`config.mk`:
```
export PLATFORM = sky130hd
export DESIGN_NAME = wts_wave_ram_arbiter
export DESIGN_NICKNAME = d
export VERILOG_FILES = /design/src/rtl/wts_wave_ram_arbiter_pkg.sv /design/src/rtl/wts_arb_rd_pipe.sv /design/src/rtl/wts_wave_ram_arbiter.sv
export SDC_FILE = /design/constraint.sdc
export NUM_CORES = 1
export LEC_CHECK = 0
export CAP_MARGIN = 40
export CORE_MARGIN = 10
export CORE_UTILIZATION = 50
export DETAILED_ROUTE_END_ITERATION = 7
export MAX_ROUTING_LAYER = met4
export PLACE_DENSITY_LB_ADDON = 0.1
export SLEW_MARGIN = 0
export SYNTH_ARGS = -nofsm -noshare
export SYNTH_HDL_FRONTEND = slang
export SYNTH_SLANG_ARGS = --single-unit
```
`constraint.sdc`:
```
create_clock -name clk -period 2.3 [get_ports clk]
set_input_delay 0.575 -clock clk [delete_from_list [all_inputs] [get_ports clk]]
set_output_delay 0.575 -clock clk [all_outputs]
set_load 0.01 [all_outputs]
```
`src/rtl/wts_wave_ram_arbiter_pkg.sv`:
```
// Shared definitions for the wave RAM arbiter.
//   WAIT_W      width of the CPU wait counter (saturates at 15)
//   OWN_*       owner codes carried down the read tag pipe
//   GRANT_*     per-cycle grant state encodings
//   wait_inc()  saturating increment of the wait counter
package wts_wave_ram_arbiter_pkg;

    localparam int unsigned WAIT_W = 4;

    localparam logic [1:0] OWN_NONE = 2'd0;
    localparam logic [1:0] OWN_CPU  = 2'd1;
    localparam logic [1:0] OWN_ENG  = 2'd2;

    localparam logic [1:0] GRANT_NONE = 2'd0;
    localparam logic [1:0] GRANT_CPU  = 2'd1;
    localparam logic [1:0] GRANT_ENG  = 2'd2;

    function automatic logic [WAIT_W-1:0] wait_inc(input logic [WAIT_W-1:0] w);
        return (&w) ? w : w + WAIT_W'(1);
    endfunction

endpackage

```
`src/rtl/wts_arb_rd_pipe.sv`:
```
// Read tag delay line and output data registers for the wave RAM arbiter.
// A tag {owner, ch} enters in the grant cycle, travels two stages alongside the
// registered RAM address and the RAM read, then steers ram_q into the CPU or
// engine output register with a one-cycle valid strobe.
// Ports:
//   clk, nreset              clock, asynchronous active-low reset
//   in_own, in_ch            tag of the access granted this cycle
//   ram_q                    RAM read data (valid two cycles after grant)
//   cpu_q, cpu_q_valid       CPU read data and strobe
//   eng_q, eng_q_ch, eng_q_valid  engine read data, channel tag and strobe
module wts_arb_rd_pipe
    import wts_wave_ram_arbiter_pkg::*;
#(
    parameter int unsigned DATA_W = 8,
    parameter int unsigned CH_W   = 3
) (
    input  logic              clk,
    input  logic              nreset,
    input  logic [1:0]        in_own,
    input  logic [CH_W-1:0]   in_ch,
    input  logic [DATA_W-1:0] ram_q,
    output logic [DATA_W-1:0] cpu_q,
    output logic              cpu_q_valid,
    output logic [DATA_W-1:0] eng_q,
    output logic [CH_W-1:0]   eng_q_ch,
    output logic              eng_q_valid
);

    logic [1:0]      own1, own2;
    logic [CH_W-1:0] ch1, ch2;

    always_ff @(posedge clk or negedge nreset) begin
        if (!nreset) begin
            own1        <= OWN_NONE;
            own2        <= OWN_NONE;
            ch1         <= '0;
            ch2         <= '0;
            cpu_q       <= '0;
            cpu_q_valid <= 1'b0;
            eng_q       <= '0;
            eng_q_ch    <= '0;
            eng_q_valid <= 1'b0;
        end else begin
            own1        <= in_own;
            ch1         <= in_ch;
            own2        <= own1;
            ch2         <= ch1;
            cpu_q_valid <= (own2 == OWN_CPU);
            eng_q_valid <= (own2 == OWN_ENG);
            if (own2 == OWN_CPU) begin
                cpu_q <= ram_q;
            end
            if (own2 == OWN_ENG) begin
                eng_q    <= ram_q;
                eng_q_ch <= ch2;
            end
        end
    end

endmodule

```
`src/rtl/wts_wave_ram_arbiter.sv`:
```
// Single-port wave RAM arbiter between the CPU slot bus and the engine fetcher.
// One RAM access is granted per clock; the engine wins unless the pending CPU
// request has waited CPU_MAX_WAIT cycles. Reads return 3 cycles after grant.
// Optional build macro: WTS_ARB_STATS_EN adds stat_drop and stat_maxwait.
// Ports:
//   clk, nreset                      clock, asynchronous active-low reset
//   cpu_wrreq, cpu_rdreq, cpu_a, cpu_d   CPU one-cycle request pulses
//   cpu_busy, cpu_q, cpu_q_valid     CPU pending flag and read return
//   eng_req, eng_ch, eng_a, eng_ack  engine level request / combinational ack
//   eng_q, eng_q_ch, eng_q_valid     engine read return with channel tag
//   ram_a, ram_we, ram_d, ram_q      registered RAM interface
//   stat_drop, stat_maxwait          (WTS_ARB_STATS_EN only) statistics
module wts_wave_ram_arbiter
    import wts_wave_ram_arbiter_pkg::*;
#(
    parameter int unsigned ADDR_W       = 10,
    parameter int unsigned DATA_W       = 8,
    parameter int unsigned CH_W         = 3,
    parameter int unsigned CPU_MAX_WAIT = 4
) (
    input  logic              clk,
    input  logic              nreset,
    input  logic              cpu_wrreq,
    input  logic              cpu_rdreq,
    input  logic [ADDR_W-1:0] cpu_a,
    input  logic [DATA_W-1:0] cpu_d,
    output logic              cpu_busy,
    output logic [DATA_W-1:0] cpu_q,
    output logic              cpu_q_valid,
    input  logic              eng_req,
    input  logic [CH_W-1:0]   eng_ch,
    input  logic [ADDR_W-1:0] eng_a,
    output logic              eng_ack,
    output logic [DATA_W-1:0] eng_q,
    output logic [CH_W-1:0]   eng_q_ch,
    output logic              eng_q_valid,
    input  logic [DATA_W-1:0] ram_q,
    output logic [ADDR_W-1:0] ram_a,
    output logic              ram_we,
    output logic [DATA_W-1:0] ram_d
`ifdef WTS_ARB_STATS_EN
    ,
    output logic              stat_drop,
    output logic [WAIT_W-1:0] stat_maxwait
`endif
);

    localparam logic [WAIT_W-1:0] MAX_WAIT = WAIT_W'(CPU_MAX_WAIT);

    logic              pending;
    logic              pend_wr;
    logic [ADDR_W-1:0] pend_a;
    logic [DATA_W-1:0] pend_d;
    logic [WAIT_W-1:0] wait_cnt;
    logic [1:0]        grant;
    logic              cpu_pulse;
    logic [1:0]        rd_own;
    logic [CH_W-1:0]   rd_ch;

    assign cpu_pulse = cpu_wrreq | cpu_rdreq;
    assign cpu_busy  = pending;
    assign eng_ack   = (grant == GRANT_ENG);

    always_comb begin
        grant = GRANT_NONE;
        if (pending && (!eng_req || wait_cnt >= MAX_WAIT)) begin
            grant = GRANT_CPU;
        end else if (eng_req) begin
            grant = GRANT_ENG;
        end
    end

    // Only reads enter the tag pipe; a CPU write never produces a strobe.
    always_comb begin
        rd_own = OWN_NONE;
        rd_ch  = '0;
        if (grant == GRANT_CPU && !pend_wr) begin
            rd_own = OWN_CPU;
        end else if (grant == GRANT_ENG) begin
            rd_own = OWN_ENG;
            rd_ch  = eng_ch;
        end
    end

    always_ff @(posedge clk or negedge nreset) begin
        if (!nreset) begin
            pending  <= 1'b0;
            pend_wr  <= 1'b0;
            pend_a   <= '0;
            pend_d   <= '0;
            wait_cnt <= '0;
            ram_a    <= '0;
            ram_we   <= 1'b0;
            ram_d    <= '0;
        end else begin
            unique case (grant)
                GRANT_CPU: begin
                    pending  <= 1'b0;
                    wait_cnt <= '0;
                    ram_a    <= pend_a;
                    ram_we   <= pend_wr;
                    ram_d    <= pend_d;
                end
                GRANT_ENG: begin
                    ram_a  <= eng_a;
                    ram_we <= 1'b0;
                    if (pending) begin
                        wait_cnt <= wait_inc(wait_cnt);
                    end
                end
                default: begin
                    ram_we <= 1'b0;
                    if (pending) begin
                        wait_cnt <= wait_inc(wait_cnt);
                    end
                end
            endcase
            // Pulses arriving while a request is pending (including its grant
            // cycle) are dropped. Write wins over a simultaneous read.
            if (!pending && cpu_pulse) begin
                pending  <= 1'b1;
                pend_wr  <= cpu_wrreq;
                pend_a   <= cpu_a;
                pend_d   <= cpu_d;
                wait_cnt <= '0;
            end
        end
    end

`ifdef WTS_ARB_STATS_EN
    always_ff @(posedge clk or negedge nreset) begin
        if (!nreset) begin
            stat_drop    <= 1'b0;
            stat_maxwait <= '0;
        end else begin
            if (pending && cpu_pulse) begin
                stat_drop <= 1'b1;
            end
            if (grant == GRANT_CPU && wait_cnt > stat_maxwait) begin
                stat_maxwait <= wait_cnt;
            end
        end
    end
`endif

    wts_arb_rd_pipe #(
        .DATA_W (DATA_W),
        .CH_W   (CH_W)
    ) u_rd_pipe (
        .clk         (clk),
        .nreset      (nreset),
        .in_own      (rd_own),
        .in_ch       (rd_ch),
        .ram_q       (ram_q),
        .cpu_q       (cpu_q),
        .cpu_q_valid (cpu_q_valid),
        .eng_q       (eng_q),
        .eng_q_ch    (eng_q_ch),
        .eng_q_valid (eng_q_valid)
    );

endmodule

```
; Yosys cells after proc, flatten, opt, wreduce, memory -nomap -nowiden
; Cells that the tools add are included.
; W data, S select, Z words.
[word_totals]
ff_bits = 74
output_inout_bits = 42
elab_cells = 51
[op_classes]
n_addsub = 1
order_cmp = 1
n_eq_ne = 5
mux = 14
bitwise_logic = 1
n_reduce_logical = 12
[op_table]
columns = cell, count
row1 = $pmux W10 S2, 1
row2 = $mux W4, 4
row3 = $mux W2, 4
row4 = $mux W3, 2
row5 = $add A4 B1 Y4 const B, 1
row6 = $eq A2 B1 Y1 const B, 2
row7 = $eq A2 B2 Y1 const B, 2
row8 = $ge A4 B3 Y1 const B, 1
row9 = $reduce_and A4 Y1, 1
row10 = $reduce_bool A2 Y1, 2
row11 = $logic_and A1 B1 Y1, 3
row12 = $logic_not A1 Y1, 3
row13 = $mux W1, 3
row14 = $ne A3 B2 Y1 const B, 1
row15 = $reduce_bool A3 Y1, 1
row16 = $reduce_and A2 Y1, 1
row17 = $logic_or A1 B1 Y1, 1
row18 = $or A1 B1 Y1, 1

; Longest topological paths before layout
; Gate-level depths: netlist of run 1.
[logic_depth]
word_depth = 7
ltp_mapped = 5

; Hierarchy
; A second synthesis of run 1 with hierarchy kept.
[unflattened]
hier_cells = 174
area_unflattened_um2 = 2954.1
[by_module_without_submodules]
columns = mod, n_inst, cells_per_inst, area_each_um2, seq_area_each_um2
row1 = wts_wave_ram_arbiter, 1, 118, 1884.3, 1076.0
row2 = wts_arb_rd_pipe, 1, 56, 1069.8, 775.7

; Worst setup path after synthesis of run 1
; No wires, ideal clock.
[synth_timing]
path_kind = in2out
from = input eng_req
to = output eng_ack
t_arrival_ns = 0.999
t_required_ns = 1.725
slack_ns = 0.726
cell_stages = 3
n_path_buf = 2
path_cell_list = buf_6 > buf_8 > and2_2
[synth_via]
elab_chain_len = 5
elab_cells_between_ends = 6
cone_classes = 1 x eq/ne / 2 x mux / 3 x reduce/logical
[synth_lines]
columns = element, line
row1 = "start, declared", wts_wave_ram_arbiter.sv:30  ; input logic eng_req,
row2 = $logic_not A1 Y1, wts_wave_ram_arbiter.sv:66  ; if (pending && (!eng_req || wait_cnt >= MAX_WAIT)) begin
row3 = $logic_or A1 B1 Y1, wts_wave_ram_arbiter.sv:66
row4 = $logic_and A1 B1 Y1, wts_wave_ram_arbiter.sv:66
row5 = $mux W2 *, wts_wave_ram_arbiter.sv:66
row6 = $eq A2 B2 Y1 *, wts_wave_ram_arbiter.sv:62  ; assign eng_ack = (grant == GRANT_ENG);
row7 = "end, declared", wts_wave_ram_arbiter.sv:33  ; output logic eng_ack,
; Mark *: on every way between the ends. The rest lies on a longest branch, timed or not.

; Worst setup path after layout of run 1
; Ends and elaborated chain as after synthesis.

==> results of run 1 <==
where the power goes:
part / switching (mW) / internal [mW]
clock: 0.446 / 0.743
combinational: 0.503 / 0.965
sequential: 0.211 / 1.70
total: 1.16 / 3.41
logic make-up after synthesis:
family,Yosys count
flip-flops,74
buffers and inverters,11
AO/OA/AOI/OAI,6
multiplexers,55
adder cells (fa/ha/maj),1
AND/OR/NAND/NOR,49
flip-flops by register name (all words and copies together), names as in the netlist, 2 cells and up:
register,cells
pend_a,10
pend_d,8
ram_a,10
ram_d,8
u_rd_pipe.ch1,3
u_rd_pipe.ch2,3
u_rd_pipe.cpu_q,8
u_rd_pipe.eng_q,8
u_rd_pipe.eng_q_ch,3
u_rd_pipe.own1,2
u_rd_pipe.own2,2
wait_cnt,4
placed cells by master, fill, tap and decap left out, drive strengths merged, types with 2 or more instances in the layout:
master and count:
mux2 55, nand2 35, and2 3, clkdlybuf4s50 83, buf 11, and3 4
a22o 2, bufinv 3, o21ai 2, clkbuf 10, inv 2, nor2 3
dfrtp 74
synth_stat cells (2+ instances only):
cell type and number:
nand2_1 35, nor2_1 3, and3_2 4, and2_2 2, mux2_2 34, buf_6 3, mux2_4 21, buf_2 4
inv_1 2, o21ai_0 2, dfrtp_1 74, a22o_1 2
area by class of cell:
type | instances | share of cell area (%)
repair buffers | 95 | 23.03
inverters | 2 | 0.1825
flip-flops and latches | 74 | 45.03
clock buffers | 10 | 3.347
clock inverters | 5 | 2.495
multi-input cells | 111 | 23.73
well taps | 72 | 2.190
metrics by stage:
step	setup TNS [ps]	setup slack (ps)
after floorplan	0	725.9
after global placement	-59.81	-59.81
after detailed placement	-63.41	-63.41
after CTS	0	206.7
after global routing	0	177.1
final	0	213.6
worst max path at each step:
stage / slack (ps) / end / from
floorplan: 730 / eng_ack / eng_req
global placement: -60 / eng_ack / eng_req
detailed placement: -60 / eng_ack / eng_req
CTS: 210 / eng_ack / eng_req
global route: 180 / eng_ack / eng_req
finish: 210 / eng_ack / eng_req
metal layers:
metal  global-route usage (%)  wire (microns)  vias to the layer above
li1                         -               -                      850
met1                    16.42            2617                      882
met2                    21.36            2880                       59
met3                    4.280             485                        6
met4                    5.528              58                        0
met5                        -               0                        -
repair_timing:
item                       4_1_cts  5_1_grt
resized for setup                1        0
setup endpoints to repair        1        0
setup buffers                    0        0
hold endpoints to repair         0        0
hold buffers                     0        0
==> summary.md, run 1 <==
| Metric | Value |
|---|---|
| Top cell type's share of synthesized area | `a little under two thirds` |
| Multi-input logic area | `975.9 sq um` |
| Vias | `1,797` |
| Worst path depth | `3` |
| Critical Path Source Type | `input port` |
| Starting density of the core | `52.10%` |
| Vias in the first global route | `1,845` |
| CTS Buf Count | `9` |
| RSZ-0062 raised after global routing | `false` |
| Clk_lat worst skew | `330 ps` |
| Hold Slack | `238.3 ps` |
| Initial antenna violation count | `0` |
| Layout cells sized above 1 | `29.97%` |
| Slowest-stage cell, CP | `clkdlybuf4s50_1` |
| Critical R2R Capture | `ram_a[3]` |
| Period utilization | `90.71%` |
| Die area | `9256 sq um` |
| Rows | `27` |
| DRT Pass-1 Iters | `4` |
| PwrDens | `1110 nW/um^2` |
| IO Pins | `86` |
| Asr flop ratio synth | `100.0%` |
| Grt total ovfl | `0` |
| Clk slew on worst S/H paths | `70 ps` |
| Mux share of post-synthesis cell area | `24.04%` |
| Cell Area, Synth | `2904 sq um` |
| Peak Freq | `~480 MHz` |
| Routability cong. | `around 0.8` |
| CTS tree | `built` |
| DRC | `0` |
| Worst Path Max Fanout | `2` |
| Main combinational cell family by area after synthesis | `multiplexers` |
| Cell taking the most area after synthesis | `dfrtp_1` |
| Layout Cells excl Fill | `369` |
| Cells after Synth | `196` |
| DIE HEIGHT | `96.21 microns` |
| # setup viols final | `0` |
| Fin area | `4113 sq um` |
| Clock sink total | `74` |
| Final Critical Period | `2086 ps` |
| Max transition margin | `between 60% and 70%` |
| FF-to-FF Start | `wait_cnt[2]` |
| Critical-path cell list | `clkdlybuf4s50_1 -> and2_2 -> dlygate4sd2_1` |
| Post-Synth Simple-Gate Area | `7.454%` |
| First-pass GRT wire length | `about 9400 microns` |
| Detailed Route Iter0 Violations | `28` |
| Crit. End Element | `output port` |
| Placed cells | `around 350` |
| Reg2reg path depth | `4` |
| Peak supply drop | `about 0.54 mV` |
| Core area | `5574 sq um` |
| Placed cell area | `between 3000 and 4000 sq um` |
| Crit path arrival time | `1510 ps` |
| N_diodes | `0` |
| Largest net degree at the start of global routing | `47` |
| Final HPWL DP | `4598 microns` |
| Reg2Reg Setup Slack | `920 ps` |
| WL final | `roughly 6000 microns` |
| Tightest Pin Transition | `571.2 ps` |
| Die X | `96.21 microns` |
| Top cells by area, synth | `dfrtp_1 (64%), mux2_2 (13%), mux2_4 (11%), nand2_1 (4.5%), buf_6 (1.2%)` |
| Critical Path RT | `~1700 ps` |
| Syn Nets | `241` |
| Register area share after synthesis | `63.77%` |
| Register Area | `1852 sq um` |
| Max-cap violations | `0` |
| Routed Antenna Nets | `0` |
| Average cell area after synthesis | `14.82 sq um` |
| EDFF count, synth | `0` |
| Hold Crit Class | `in2async` |
| Post-synthesis compound-gate area fraction | `1.551%` |
| FILL cells | `392` |
| Fin Clk Skew | `11.39 ps` |
| Clock buffer depth | `2` |
| CP max stage delay | `510 ps` |
| Synth Register Bits | `74` |
| Synth cell types | `22` |
| Final core utilization | `~74%` |
| Ys flop type | `dfrtp_1` |
| Layout Area Growth over Synthesis | `41.62%` |
| Status | `complete, no violations` |
| Yosys Warn Count | `0` |
| Pwr Total | `4.565 mW` |
| H-Tree Depth | `3` |
| Crit path kind | `in2out` |
| XOR/XNOR Fraction of Synth Area | `0%` |
| Kind of cell adding the most delay to the critical path | `buffers and inverters` |
| Leak | `1.902 nW` |
| Max-slew violation count | `0` |
| Total track usage | `13.79%` |
| Fin nets | `about 340` |
| Adder-Cell Fraction of Synth Area | `0.4308%` |
| Via-to-Cell Ratio | `4.870` |
| Combined buffer and inverter count along the critical path | `2` |
| WL per Instance | `16.37 microns` |
| Clock root cell | `clkbuf_8` |
| Final Hold Viols | `0` |
| Port Buffer Count | `85` |
Power figures use the tool's default switching activity.
==> inputs of run 2 (changes only) <==
--- a/config.mk
+++ b/config.mk
@@ -5,6 +5,7 @@
 export SDC_FILE = /design/constraint.sdc
 export NUM_CORES = 1
 export LEC_CHECK = 0
+export ABC_CLOCK_PERIOD_IN_PS = 2300
 export CAP_MARGIN = 40
 export CORE_MARGIN = 10
 export CORE_UTILIZATION = 50
==> results of run 2 <==
No change in the layout: final DEF, timing and power equal those of run 1.
